File: src/rtl/if_fetch.sv
// Instruction fetch stage: one-outstanding instruction bus master
// feeding a 2-entry {addr, inst} buffer towards decode.
module if_fetch #(
  parameter int CPU_WIDTH  = 32,
  parameter int FLOW_WIDTH = 2,
  parameter logic [FLOW_WIDTH-1:0] FLOW_WORK    = 2'd0,
  parameter logic [FLOW_WIDTH-1:0] FLOW_STOP    = 2'd1,
  parameter logic [FLOW_WIDTH-1:0] FLOW_REFRESH = 2'd2
) (
  input  logic                  clk,
  input  logic                  rst_n,
  input  logic                  jtag_reset_flag_i,
  input  logic [FLOW_WIDTH-1:0] flow_if_i,
  input  logic [CPU_WIDTH-1:0]  curr_pc_i,
  output logic                  fetch_stall_o,
  output logic                  ibus_req_o,
  output logic [CPU_WIDTH-1:0]  ibus_addr_o,
  input  logic                  ibus_gnt_i,
  input  logic                  ibus_rvalid_i,
  input  logic [31:0]           ibus_rdata_i,
  output logic                  inst_valid_o,
  output logic [31:0]           inst_o,
  output logic [CPU_WIDTH-1:0]  inst_addr_o,
  input  logic                  id_ready_i
);

  typedef enum logic [1:0] {
    IDLE,
    REQ,
    WAIT,
    DROP
  } state_t;

  state_t state_q;
  state_t state_d;

  logic [1:0]           cnt_q;
  logic [1:0]           cnt_post;
  logic                 rd_q;
  logic                 wr_q;
  logic [CPU_WIDTH-1:0] addr_buf_q [2];
  logic [31:0]          inst_buf_q [2];
  logic [CPU_WIDTH-1:0] lat_addr_q;
  logic                 boot_q;

  logic flow_work;
  logic flow_stop;
  logic flush;
  logic can_req;
  logic push;
  logic pop;
  logic grant;

  // Unknown flow encodings fall into flush
  assign flow_work = (flow_if_i == FLOW_WORK);
  assign flow_stop = (flow_if_i == FLOW_STOP);
  assign flush     = jtag_reset_flag_i
                   | ~(flow_work | flow_stop);

  assign can_req = flow_work & ~flush & boot_q;

  assign ibus_req_o    = (state_q == REQ);
  assign ibus_addr_o   = ibus_req_o ? curr_pc_i : '0;
  assign grant         = ibus_req_o & ibus_gnt_i;
  assign fetch_stall_o = ~grant;

  assign inst_valid_o = (cnt_q != 2'd0);
  assign inst_o       = inst_buf_q[rd_q];
  assign inst_addr_o  = addr_buf_q[rd_q];

  assign pop  = inst_valid_o & id_ready_i;
  assign push = (state_q == WAIT)
              & ibus_rvalid_i & ~flush;

  assign cnt_post = cnt_q + 2'd1 - {1'b0, pop};

  always_comb begin
    state_d = state_q;
    unique case (state_q)
      IDLE: begin
        if (can_req && cnt_q < 2'd2)
          state_d = REQ;
      end
      REQ: begin
        if (flush)
          state_d = ibus_gnt_i ? DROP : IDLE;
        else if (ibus_gnt_i)
          state_d = WAIT;
      end
      WAIT: begin
        if (flush)
          state_d = ibus_rvalid_i ? IDLE : DROP;
        else if (ibus_rvalid_i)
          state_d = (can_req && cnt_post < 2'd2)
                  ? REQ : IDLE;
      end
      DROP: begin
        if (ibus_rvalid_i)
          state_d = IDLE;
      end
      default: state_d = IDLE;
    endcase
  end

  // boot_q delays the first request by one edge after reset release
  always_ff @(posedge clk or negedge rst_n) begin
    if (!rst_n) begin
      state_q    <= IDLE;
      boot_q     <= 1'b0;
      lat_addr_q <= '0;
    end else begin
      state_q <= state_d;
      boot_q  <= 1'b1;
      if (grant)
        lat_addr_q <= curr_pc_i;
    end
  end

  always_ff @(posedge clk or negedge rst_n) begin
    if (!rst_n) begin
      cnt_q <= 2'd0;
      rd_q  <= 1'b0;
      wr_q  <= 1'b0;
      for (int i = 0; i < 2; i++) begin
        addr_buf_q[i] <= '0;
        inst_buf_q[i] <= '0;
      end
    end else if (flush) begin
      cnt_q <= 2'd0;
      rd_q  <= 1'b0;
      wr_q  <= 1'b0;
    end else begin
      if (push) begin
        addr_buf_q[wr_q] <= lat_addr_q;
        inst_buf_q[wr_q] <= ibus_rdata_i;
        wr_q             <= ~wr_q;
      end
      if (pop)
        rd_q <= ~rd_q;
      cnt_q <= cnt_q + {1'b0, push} - {1'b0, pop};
    end
  end

  a_no_push_full: assert property (
    @(posedge clk) disable iff (!rst_n)
    !(push && cnt_q == 2'd2)
  );

endmodule

File: config.mk
export PLATFORM = sky130hd
export DESIGN_NAME = if_fetch
export DESIGN_NICKNAME = d
export VERILOG_FILES = /design/src/rtl/if_fetch.sv
export SDC_FILE = /design/constraint.sdc
export NUM_CORES = 1
export LEC_CHECK = 0
export ABC_AREA = 0
export ABC_CLOCK_PERIOD_IN_PS = 2530
export CAP_MARGIN = 20
export CORE_UTILIZATION = 40
export DETAILED_ROUTE_END_ITERATION = 8
export PLACE_DENSITY = 0.66
export SLEW_MARGIN = 20
export SYNTH_ARGS = -nofsm -noshare
export SYNTH_HDL_FRONTEND = slang
export SYNTH_SLANG_ARGS = --single-unit
File: constraint.sdc
create_clock -name clk -period 2.53 [get_ports clk]
set_input_delay 0.506 -clock clk [delete_from_list [all_inputs] [get_ports clk]]
set_output_delay 0.506 -clock clk [all_outputs]
set_load 0.02 [all_outputs]
==> qor.json, run 1 <==
{
  "worst_setup_path": {
    "r2r_end": "cnt_q[1]",
    "r2r_cells": 8,
    "worst_setup_path_start_kind": "flop",
    "timing.critical_path.fanout_max": 19,
    "crit-reg2reg-launch": "cnt_q[1]",
    "cp.arrival_ps": 1930,
    "rrSetupSlack_ps": 590,
    "worstSetupEndpointType": "output pin",
    "cp.required_ps": 2020,
    "timing.setup.critical_path_class": "flop to output pin"
  },
  "final_layout": {
    "synthToLayoutAreaGrowth_pct": 35.5,
    "antenna_cells_inserted": 0,
    "final_layout_size_suffix_gt1_share_pct": 39.8,
    "ff_latch_area_um2": 4180,
    "num-fill-cells": 1492,
    "fin_cells": 913,
    "fin_area_um2": 10100,
    "multi_input_combinational_cell_area_um2": 3020,
    "final_net_count": 745
  },
  "timing": {
    "rsz0062_at_grt": "false",
    "final_period_utilization_pct": 96.4,
    "layout_min_cycle_time_ps": 2440,
    "fmax_ghz": 0.410,
    "slew_viol_final": 0,
    "maxSlewHeadroom_pct": 62.0,
    "timing_hold_violations_final": 0,
    "fin_worst_skew_ps": 12.1,
    "final_number_of_setup_violating_endpoints": 0,
    "worst-slew-pin-transition_ps": 570,
    "final_critical_path_setup_slack_ps": 91.8
  },
  "placement": {
    "buffer_ports.inserted": 170,
    "dpl.cell_count": 879,
    "dpl_cell_area_um2": 9460,
    "pre_cts_slack_ps": 111,
    "hpwlAfterDp_um": 10900,
    "routabilityCongestion": 0.832
  },
  "yosys": {
    "syn_area_um2": 7440,
    "yosysWarningCount": 0,
    "synth_most_common_cell": "mux2_2",
    "synth_edf_count": 0,
    "synth_top_cells_by_area": "dfrtp_1, mux2_2, and2_1",
    "number_of_different_library_cells_in_the_post_synthesis_netlist": 34,
    "synth_area_leader_cell": "dfrtp_1",
    "syn_area_per_cell_um2": 15.2,
    "ys.flop_type": "dfrtp_1",
    "synthesis.nets": 562,
    "syn-instance-count": 488,
    "async_reset_ff_share_pct": 100,
    "synth.cells.most_frequent": "mux2_2, dfrtp_1, and2_1, mux2_1",
    "yosysTopAreaCellShare_pct": 56.2,
    "seq_area_frac_synth_pct": 56.2,
    "postSynthRegisterBits": 167
  },
  "drt": {
    "met2WireLength_um": 7520,
    "first_pass_iters": 9,
    "drt_iter0_markers": 180,
    "drc": 28,
    "route.met3.wl_um": 806,
    "routed_wl_um": 16000,
    "total_number_of_vias": 4546,
    "post_drt_via_cell_ratio": 4.98,
    "drt-wirelength-per-cell_um": 17.5,
    "highest-signal-layer": "met4",
    "wl_met1_um": 7470,
    "postRouteAntennaNets": 0
  },
  "global_routing": {
    "global_route_wire_length_before_repair_um": 26100,
    "grt-ovfl-total": 0,
    "grt_antenna_before_repair": 0,
    "grt_start_max_net_pins": 60,
    "groute.usage.overall_pct": 17.6,
    "first_global_vias": 4963
  },
  "clock_tree": {
    "tritoncts": "done",
    "cts_buf_count": 17,
    "clock-sinks": 167,
    "clock_pin_slew_reported_for_the_worst_setup_and_hold_paths_after_clock_tree_synthesis_ps": 60,
    "clk_root_buffer_cell": "clkbuf_16",
    "clockBufferDepth": 2,
    "clock_tree.htree_level_count": 4,
    "insertion_delay_ps": 420
  },
  "power": {
    "power_per_cell_area_nw_per_um2": 1030,
    "p_leak_nw": 5.19,
    "peakVddDrop_mv": 0.506
  },
  "hold_path": {
    "hp-class": "input port to async pin"
  },
  "floorplan": {
    "floorplan.initialDensity_pct": 41.1,
    "die_x_um": 138,
    "dieHeight_um": 138,
    "placeableCoreArea_um2": 18100,
    "dieArea_um2": 19100,
    "row_cnt": 49,
    "count_of_pins_on_the_block_boundary": 171
  },
  "job": {
    "maxCapViolations": 0
  },
  "outcome": {
    "run_status": "finished with violations",
    "violations": "DRC"
  }
}
-- per-stage QoR --
| step | setup TNS [ps] | util, % | total power, mW | hold slack [ps] |
|---|---|---|---|---|
| finish | 0 | 55.7 | 10.3 | 71.3 |
| global route | 0 | 55.7 | 10.9 | 87.5 |
| CTS | -56.6 | 55.0 | 10.5 | 68.2 |
| detailed placement | 0 | 52.3 | 8.27 | 472 |
| global placement | 0 | 52.3 | 8.13 | 464 |
| floorplan | 0 | - | 6.38 | 210 |
-- layout by cell type (no fill, tap or decap), types with 2 or more instances in the layout --
cell type,netlist,routed
mux2_2,210,210
dfrtp_1,167,165
clkdlybuf4s50_1,0,80
dlygate4sd2_1,0,56
and2_1,34,34
dlymetal6s2s_1,0,33
clkbuf_16,0,18
mux2_1,14,14
buf_12,0,10
buf_4,4,8
xnor2_1,4,4
nor3_1,4,4
clkinv_4,0,4
nand2_1,3,3
clkinv_2,0,3
inv_6,0,3
inv_1,2,2
nor2b_1,2,2
a21oi_1,2,2
ha_1,2,2
clkinvlp_4,0,2
dfrtp_2,0,2
-- where the power goes --
part	total [mW]	switching, mW	leakage (nW)	internal [mW]
clock network	2.45	1.06	0.274	1.39
logic	3.91	1.84	2.74	2.07
registers	3.97	0.459	2.18	3.51
total	10.3	3.36	5.19	6.97
-- cells by family (layout without fill, tap and decap cells) --
family,count (synthesis),after routing,share of synthesized area [%]
simple gates,54,54,5.08
compound gates,7,7,0.606
xor+xnor,5,5,0.589
fa+ha+maj,2,2,0.336
other cells,1,1,0.0504
buf+inv,28,224,3.21
flops,167,167,56.2
mux,224,224,33.9
-- flip-flops by register name, indices dropped and copies added (netlist names) --
register and flops:
cnt_q 2, boot_q 1, state_q 2, addr_buf_q 64, inst_buf_q 64, rd_q 1, wr_q 1, lat_addr_q 32
-- worst max-delay path, cell delays in order, from the launching register on --
cell	delay, ps
dfrtp_2	420
buf_12	190
mux2_2	350
clkdlybuf4s50_1	530
-- worst max-delay path by stage --
stage / cells past startpoint / from / slack [ps] / end
global route: 3 / rd_q / 20 / inst_o[30]
global placement: 9 / flow_if_i[1] / 200 / cnt_q[1]
floorplan: 8 / cnt_q[1] / 670 / cnt_q[1]
CTS: 4 / state_q[1] / -60 / ibus_addr_o[1]
detailed placement: 9 / flow_if_i[1] / 110 / cnt_q[1]
finish: 3 / rd_q / 90 / inst_o[16]
-- repair_timing --
action,in CTS,in global routing
hold endpoints to repair,0,0
buffers inserted,0,1
gates resized for setup,58,34
hold buffers,0,0
gates cloned,0,1
pin swaps,0,0
endpoints found under the setup margin,57,35
-- area by class of cell --
cell class	instances	area share, %
flip-flops and latches	167	41.5
multi-input cells	293	30.0
repair buffers	190	20.0
clock buffers	19	4.40
well taps	229	2.84
clock inverters	13	1.20
inverters	2	0.0745
-- layer usage --
metal,track usage (%),vias up
li1,-,2081
met1,24.2,2320
met2,27.5,134
met3,4.26,11
met4,5.20,0
met5,0,-
Power figures use the tool's default switching activity.
==> run 2, diff against run 1 <==
--- a/config.mk
+++ b/config.mk
@@ -9,6 +9,8 @@
 export ABC_CLOCK_PERIOD_IN_PS = 2530
 export CAP_MARGIN = 20
 export CORE_UTILIZATION = 40
+export CTS_BUF_LIST = sky130_fd_sc_hd__clkbuf_8
+export CTS_CLUSTER_SIZE = 10
 export DETAILED_ROUTE_END_ITERATION = 8
 export PLACE_DENSITY = 0.66
 export SLEW_MARGIN = 20
==> qor.json, run 2 (synthesis results as in run 1) <==
{
  "outcome": {
    "run_status": "finished with violations",
    "violations": "DRC"
  },
  "power": {
    "power_per_cell_area_nw_per_um2": 975,
    "peakVddDrop_mv": 0.395,
    "p_leak_nw": 4.79
  },
  "floorplan": {
    "dieHeight_um": 138,
    "row_cnt": 49,
    "count_of_pins_on_the_block_boundary": 171,
    "dieArea_um2": 19100,
    "placeableCoreArea_um2": 18100,
    "die_x_um": 138,
    "floorplan.initialDensity_pct": 41.1
  },
  "timing": {
    "fin_worst_skew_ps": 11.7,
    "final_period_utilization_pct": 96.4,
    "rsz0062_at_grt": "false",
    "timing_hold_violations_final": 0,
    "setup_tns_ps": 0,
    "slew_viol_final": 0,
    "maxSlewHeadroom_pct": 61.9,
    "worst-slew-pin-transition_ps": 571,
    "fmax_ghz": 0.410,
    "final_number_of_setup_violating_endpoints": 0,
    "layout_min_cycle_time_ps": 2440
  },
  "drt": {
    "first_pass_iters": 6,
    "routed_wl_um": 16000,
    "postRouteAntennaNets": 0,
    "post_drt_via_cell_ratio": 5.00,
    "drt_iter0_markers": 236,
    "drc": 28,
    "total_number_of_vias": 4568,
    "drt-wirelength-per-cell_um": 17.6
  },
  "worst_setup_path": {
    "worst_setup_path_start_kind": "flop",
    "timing.critical_path.fanout_max": 14,
    "cp.arrival_ps": 1930,
    "path_cells": "buf_12 -> mux2_2 -> clkdlybuf4s50_1",
    "timing.critical_path.slowest_stage_cell": "clkdlybuf4s50_1",
    "cp.required_ps": 2020,
    "critical_path_buf_inv_count": 2,
    "cp_top_family": "buffers and inverters",
    "worstSetupEndpointType": "output pin",
    "timing.setup.critical_path_class": "flop to output pin",
    "cp_slowest_stage_delay_ps": 540
  },
  "final_layout": {
    "synthToLayoutAreaGrowth_pct": 31.2,
    "num-fill-cells": 1543,
    "layout.cells.most_common": "mux2_2",
    "antenna_cells_inserted": 0,
    "final_net_count": 745,
    "finish.utilization_pct": 53.9,
    "highest_count_cells_in_the_layout_ignoring_fill_and_taps": "mux2_2, dfrtp_1, dlygate4sd2_1",
    "final_layout_size_suffix_gt1_share_pct": 39.8,
    "largestRegisters": "addr_buf_q (64), inst_buf_q (64), lat_addr_q (32)"
  },
  "global_routing": {
    "first_global_vias": 5025,
    "grt_start_max_net_pins": 60,
    "grt-ovfl-total": 0,
    "grt_antenna_before_repair": 0,
    "global_route_wire_length_before_repair_um": 26400,
    "groute.usage.overall_pct": 17.7
  },
  "placement": {
    "routabilityCongestion": 0.832,
    "hpwlAfterDp_um": 10900,
    "buffer_ports.inserted": 170
  },
  "clock_tree": {
    "clockBufferDepth": 2,
    "clock-sinks": 167,
    "clock_tree.htree_level_count": 4,
    "insertion_delay_ps": 450,
    "clk_root_buffer_cell": "clkbuf_8",
    "tritoncts": "done",
    "cts_buf_count": 17,
    "clock_pin_slew_reported_for_the_worst_setup_and_hold_paths_after_clock_tree_synthesis_ps": 80
  },
  "hold_path": {
    "hp-class": "input port to async pin"
  },
  "job": {
    "maxCapViolations": 0
  }
}
[run 2: cell types whose count changed in the layout (fill, tap and decap cells not counted), sizes merged]
cell           previous run  this run
dlygate4sd2              56        95
dlymetal6s2s             33         2
clkdlybuf4s50            80        72
clkbuf                   20        19
inv                       5         6
[run 2: layer usage]
metal	part of all wire (%)	track usage, %
met1	46	24.1
met4	1.3	5.74
met5	0	0
met3	5.7	3.84
met2	47	28.1
[run 2: power by group]
group / switching, mW / leakage (nW) / internal, mW / total (mW)
Combinational: 1.85 / 2.42 / 1.91 / 3.76
Clock: 0.983 / 0.191 / 0.809 / 1.79
Sequential: 0.462 / 2.18 / 3.50 / 3.97
Total: 3.29 / 4.79 / 6.22 / 9.52
[run 2: final cells by class]
cell class / count / area (um^2) / share of cell area, %
repair buffers: 190 / 1890 / 19.4
multi-input cells: 293 / 3020 / 30.9
inverters: 2 / 7.51 / 0.0770
well taps: 229 / 287 / 2.94
flip-flops and latches: 167 / 4180 / 42.9
clock buffers: 18 / 248 / 2.54
clock inverters: 14 / 125 / 1.28
[run 2: per-stage QoR]
stage	area, um^2	power [mW]	setup WS, ps	hold WS (ps)	instances
after global placement	9460	8.13	197	464	879
after CTS	9720	9.65	-11.5	22.2	911
after floorplan	7440	6.38	672	210	488
after detailed placement	9460	8.27	111	472	879
after global routing	9760	10.1	29.4	32.7	913
final	9760	9.52	92.2	32.0	913
[run 2: what timing repair did]
item	CTS	global route
hold buffers	0	0
gates cloned	0	1
setup buffers	0	1
endpoints found under the setup margin	96	3
resized for setup	98	2
[run 2: path summary, 6_finish.rpt]
check / from / endpoint / slack, ps / cells past startpoint
max in group asynchronous: rst_n / inst_buf_q[25] / 1790 / 2
min reg2reg: addr_buf_q[42] / addr_buf_q[42] / 490 / 1
max: rd_q / inst_addr_o[5] / 90 / 3
max reg2reg: cnt_q[1] / cnt_q[1] / 580 / 8
min in group clk: addr_buf_q[42] / addr_buf_q[42] / 490 / 1
min: rst_n / inst_buf_q[8] / 30 / 1
==> run 3, diff against run 2 <==
--- a/config.mk
+++ b/config.mk
@@ -13,7 +13,7 @@
 export CTS_CLUSTER_SIZE = 10
 export DETAILED_ROUTE_END_ITERATION = 8
 export PLACE_DENSITY = 0.66
-export SLEW_MARGIN = 20
+export SLEW_MARGIN = 40
 export SYNTH_ARGS = -nofsm -noshare
 export SYNTH_HDL_FRONTEND = slang
 export SYNTH_SLANG_ARGS = --single-unit
==> results of run 3 <==
Same layout as run 2: the final DEF is identical, and so are final timing and power.
==> patch 1: new RTL, config.mk and constraints of run 2 <==
`CPU_WIDTH`: 32 -> 48.
--- a/src/rtl/if_fetch.sv
+++ b/src/rtl/if_fetch.sv
@@ -1,7 +1,7 @@
 // Instruction fetch stage: one-outstanding instruction bus master
 // feeding a 2-entry {addr, inst} buffer towards decode.
 module if_fetch #(
-  parameter int CPU_WIDTH  = 32,
+  parameter int CPU_WIDTH  = 48,
   parameter int FLOW_WIDTH = 2,
   parameter logic [FLOW_WIDTH-1:0] FLOW_WORK    = 2'd0,
   parameter logic [FLOW_WIDTH-1:0] FLOW_STOP    = 2'd1,
Interface: changed (resized curr_pc_i, ibus_addr_o and inst_addr_o); port bits go from 171 to 219. The function was not compared with the original's and may differ.
==> patch 1 against run 2 <==
  * The run ends with setup timing left
  * Total power is 38% higher
  * Final area is 31% higher
  * Cell count is 32% higher
  * Sequential cell count is 48 higher
  * Sequential power is 30% higher
  * Critical path depth is 1 higher
  * Synthesized area is 28% higher
  * Wire length is 33% higher
  * Worst setup slack worse by 0.26 ns
  * Critical path type unchanged
  * Largest power group unchanged
==> patch 1: results (changes against run 2) <==
cts-buffers-inserted: 37  # was 17
grt_max_degree: 63  # was 60
dpl-instance-area_mm2: 0.0121  # was 0.00946 mm^2
fin_skew_ns: 0.0241  # was 0.0117 ns
grt_usage_pct: 18.0  # was 17.7%
placementRows: 55  # was 49
htreeDepth: 2  # was 4
violations: "setup timing"  # was DRC
synthTopCellsByCount: "mux2_2 (236), dfrtp_1 (215), mux2_1 (52)"  # was mux2_2 (210), dfrtp_1 (167), and2_1 (34)
routed_via_density: 4.92  # was 5.00
use_met3_pct: 4.39  # was 3.84%
io_buffers: 218  # was 170
grt_pass1_wl_um: 34400  # was 26400 um
setup_viol: 30  # was 0
vias: 5912  # was 4568
use_met1_pct: 24.0  # was 24.1%
status: "finished with violations"  # unchanged
fin_ws_ns: -0.169  # was 0.0922 ns
synth.area.top_cells: "dfrtp_1 (57%), mux2_2 (28%), mux2_1 (6.2%)"  # was dfrtp_1 (56%), mux2_2 (32%), and2_1 (2.9%)
grt_pass1_vias: 6562  # was 5025
hpwlAfterDp_um: 13600  # was 10900 um
crit_fanout: 15  # was 14
clk_pin_slew_ns: 0.06  # was 0.08 ns
worstHoldPathType: "flip-flop to flip-flop"  # was input pin to async pin
largestRegisters: "addr_buf_q (96), inst_buf_q (64), lat_addr_q (48)"  # was addr_buf_q (64), inst_buf_q (64), lat_addr_q (32)
clk_latency_ns: 0.51  # was 0.45 ns
==> patch 1: cell count changes after synthesis, sizes merged, moves of 2 or more <==
cell | run 2 | this run
mux2 | 224 | 288
nand2b | 0 | 2
dfrtp | 167 | 215
buf | 21 | 29
a21o | 0 | 2
and2 | 34 | 50
nor2b | 3 | 0
==> patch 1: report_power, final <==
| part | switching, mW | internal, mW | total (mW) |
|---|---|---|---|
| Sequential | 0.602 | 4.56 | 5.16 |
| Combinational | 2.44 | 2.51 | 4.95 |
| Clock | 1.32 | 1.70 | 3.02 |
==> patch 1: final timing paths <==
kind / from / to
setup / recovery: state_q[1]$_DFFE_PN0P_ / ibus_addr_o[13]
hold / removal: addr_buf_q[84]$_DFFE_PN0P_ / addr_buf_q[84]$_DFFE_PN0P_
hold reg to reg: addr_buf_q[84]$_DFFE_PN0P_ / addr_buf_q[84]$_DFFE_PN0P_
setup reg to reg: cnt_q[1]$_DFF_PN0_ / cnt_q[1]$_DFF_PN0_
min in group asynchronous: rst_n / inst_buf_q[6]$_DFFE_PN0P_
max in group asynchronous: rst_n / rd_q$_DFFE_PN0P_
==> patch 1: routing by layer <==
metal | up-vias | share of wire (%)
met4 | 0 | 1.6
met1 | 3011 | 46
li1 | 2686 | -
met2 | 186 | 46
met3 | 29 | 6.4
met5 | - | 0
==> patch 1: final cells by class <==
type / count / area (um^2)
fill: 1963 / 10200
tap: 313 / 392
multi-input combinational: 372 / 3840
clock inverter: 16 / 90.1
clock buffer: 45 / 619
antenna: 1 / 2.50
inverter: 1 / 3.75
timing repair buffer: 239 / 2400
sequential: 215 / 5380
==> patch 1: critical path, cell delays in order (launching register included) <==
cell and delay, ns:
dfrtp_1 0.42, and2b_1 0.27, buf_4 0.23, and2_1 0.15, clkdlybuf4s50_1 0.60
==> patch 1: repair_timing <==
item                       CTS  global route
setup endpoints to repair  129            74
setup buffers                2             1
hold endpoints to repair    49             0
gates resized for setup    145             3
hold buffers                 1             0
cloned                       2             0
==> patch 1: per-stage QoR <==
| stage | setup WS [ns] | hold slack [ns] | TNS, ns |
|---|---|---|---|
| 2_1_floorplan | 0.648 | 0.210 | 0 |
| 3_3_place_gp | 0.186 | 0.463 | 0 |
| 3_5_place_dp | 0.163 | 0.471 | 0 |
| 4_1_cts | -0.237 | 0.483 | -7.14 |
| 5_1_grt | -0.317 | 0.495 | -9.12 |
| 6_report | -0.169 | 0.478 | -4.77 |
==> patch 1: cells by family (layout without fill, tap and decap cells) <==
group	Yosys count	in the layout	synth area share, %
buf+inv	36	301	2.86
compound gates	8	8	0.606
flops	215	215	56.7
fa+ha+maj	2	2	0.264
simple gates	68	68	4.90
xor+xnor	5	5	0.462
other cells	1	2	0.0395
mux	288	288	34.2
==> patch 2: new RTL, flow settings as in run 2 <==
Made on the original files. Make the reset (`rst_n`) synchronous in 2 clocked blocks.
--- a/src/rtl/if_fetch.sv
+++ b/src/rtl/if_fetch.sv
@@ -103,7 +103,7 @@
   end
 
   // boot_q delays the first request by one edge after reset release
-  always_ff @(posedge clk or negedge rst_n) begin
+  always_ff @(posedge clk) begin
     if (!rst_n) begin
       state_q    <= IDLE;
       boot_q     <= 1'b0;
@@ -116,7 +116,7 @@
     end
   end
 
-  always_ff @(posedge clk or negedge rst_n) begin
+  always_ff @(posedge clk) begin
     if (!rst_n) begin
       cnt_q <= 2'd0;
       rd_q  <= 1'b0;
Formal check against the unedited RTL: differs if rst_n is asserted again (counterexample within 4 cycles, from zero or initial values and one cycle with rst_n low); with rst_n held inactive, the same outputs for 4 cycles.
==> patch 2 against run 2 <==
  * First-iteration DRC count is 13% lower
  * Sequential cell count is 1 higher
  * Synthesized area is 1.2% lower
  * Register-to-register slack better by 0.11 ns
  * Final area is 1.4% higher
  * Worst setup slack worse by 0.032 ns
  * Wire length is 1.2% higher
  * Synthesized cell count is 17% higher
  * Cell count is 6.8% higher
  * Sequential share of layout area is 4.1 points higher
  * Highest routed layer unchanged
Power is not compared: it rests on default switching activity, and its combinational part moved more than twofold at a synthesized area within 25%.
==> patch 2: results (changes against run 2) <==
holdWs_ns: 0.464  # was 0.0320 ns
post-place-ws_ns: 0.103  # was 0.111 ns
route.met2.wl_um: 8090  # was 7560 um
synth_fa_ha_area_share_pct: 0.340  # was 0.337%
vias: 4813  # was 4568
synth.area.top_cells: "edfxtp_1 (52%), dfxtp_1 (11%), mux2_2 (9.8%)"  # was dfrtp_1 (56%), mux2_2 (32%), and2_1 (2.9%)
timing.final.crit_period_ns: 2.47  # was 2.44 ns
synthTopCellsByCount: "edfxtp_1 (128), and2_1 (97), and3_1 (65)"  # was mux2_2 (210), dfrtp_1 (167), and2_1 (34)
slew_headroom_pct: 68.9  # was 61.9%
ys_types: 37  # was 34
status: "finished clean"  # was finished with violations
drt_iter0_markers: 206  # was 236
worstHoldPathType: "flip-flop to flip-flop"  # was input pin to async pin
met3WireLength_um: 902  # was 917 um
drt_wl_total_um: 16200  # was 16000 um
gp_congestion: 0.787  # was 0.832
dr.pass1.iters: 4  # was 6
grt_pass1_vias: 4902  # was 5025
synth_compound_area_share_pct: 4.00  # was 0.606%
hpwlAfterDp_um: 10200  # was 10900 um
reg2reg_setup_slack_ns: 0.69  # was 0.58 ns
syn_nets: 643  # was 562
n_fill_cell: 1505  # was 1543
m1WireLength_um: 7000  # was 7340 um
drive_above_1_share_pct: 16.9  # was 39.8%
crit_fanout: 28  # was 14
use_met1_pct: 21.5  # was 24.1%
synth_xor_area_share_pct: 0.596  # was 0.589%
yosys-mux-area-fraction_pct: 9.81  # was 33.9%
finalNetCount: 807  # was 745
async_flop_share_pct: 0  # was 100%
ys.flop_type: "edfxtp_1"  # was dfrtp_1
==> patch 2: what timing repair did <==
item                                    in CTS  in global routing
resized for setup                           19                 60
pin swaps                                    0                  0
hold buffers                                 0                  0
endpoints found under the setup margin      42                 52
==> patch 2: per-stage QoR <==
| step | util [%] | total power [mW] | std cells | area (um^2) |
|---|---|---|---|---|
| 4_1_cts | 54.2 | 5.47 | 975 | 9740 |
| 5_1_grt | 55.1 | 5.60 | 975 | 9890 |
| 2_1_floorplan | - | 3.32 | 569 | 7360 |
| 6_report | 55.1 | 5.41 | 975 | 9890 |
| 3_3_place_gp | 52.1 | 3.60 | 943 | 9350 |
| 3_5_place_dp | 52.1 | 3.61 | 943 | 9350 |
==> patch 2: area by class of cell <==
type / instances / area share, %
clock inverter: 12 / 1.26
inverter: 3 / 0.139
multi-input combinational: 356 / 25.3
clock buffer: 20 / 2.78
sequential: 168 / 47.0
timing repair buffer: 187 / 20.6
tap: 229 / 2.90
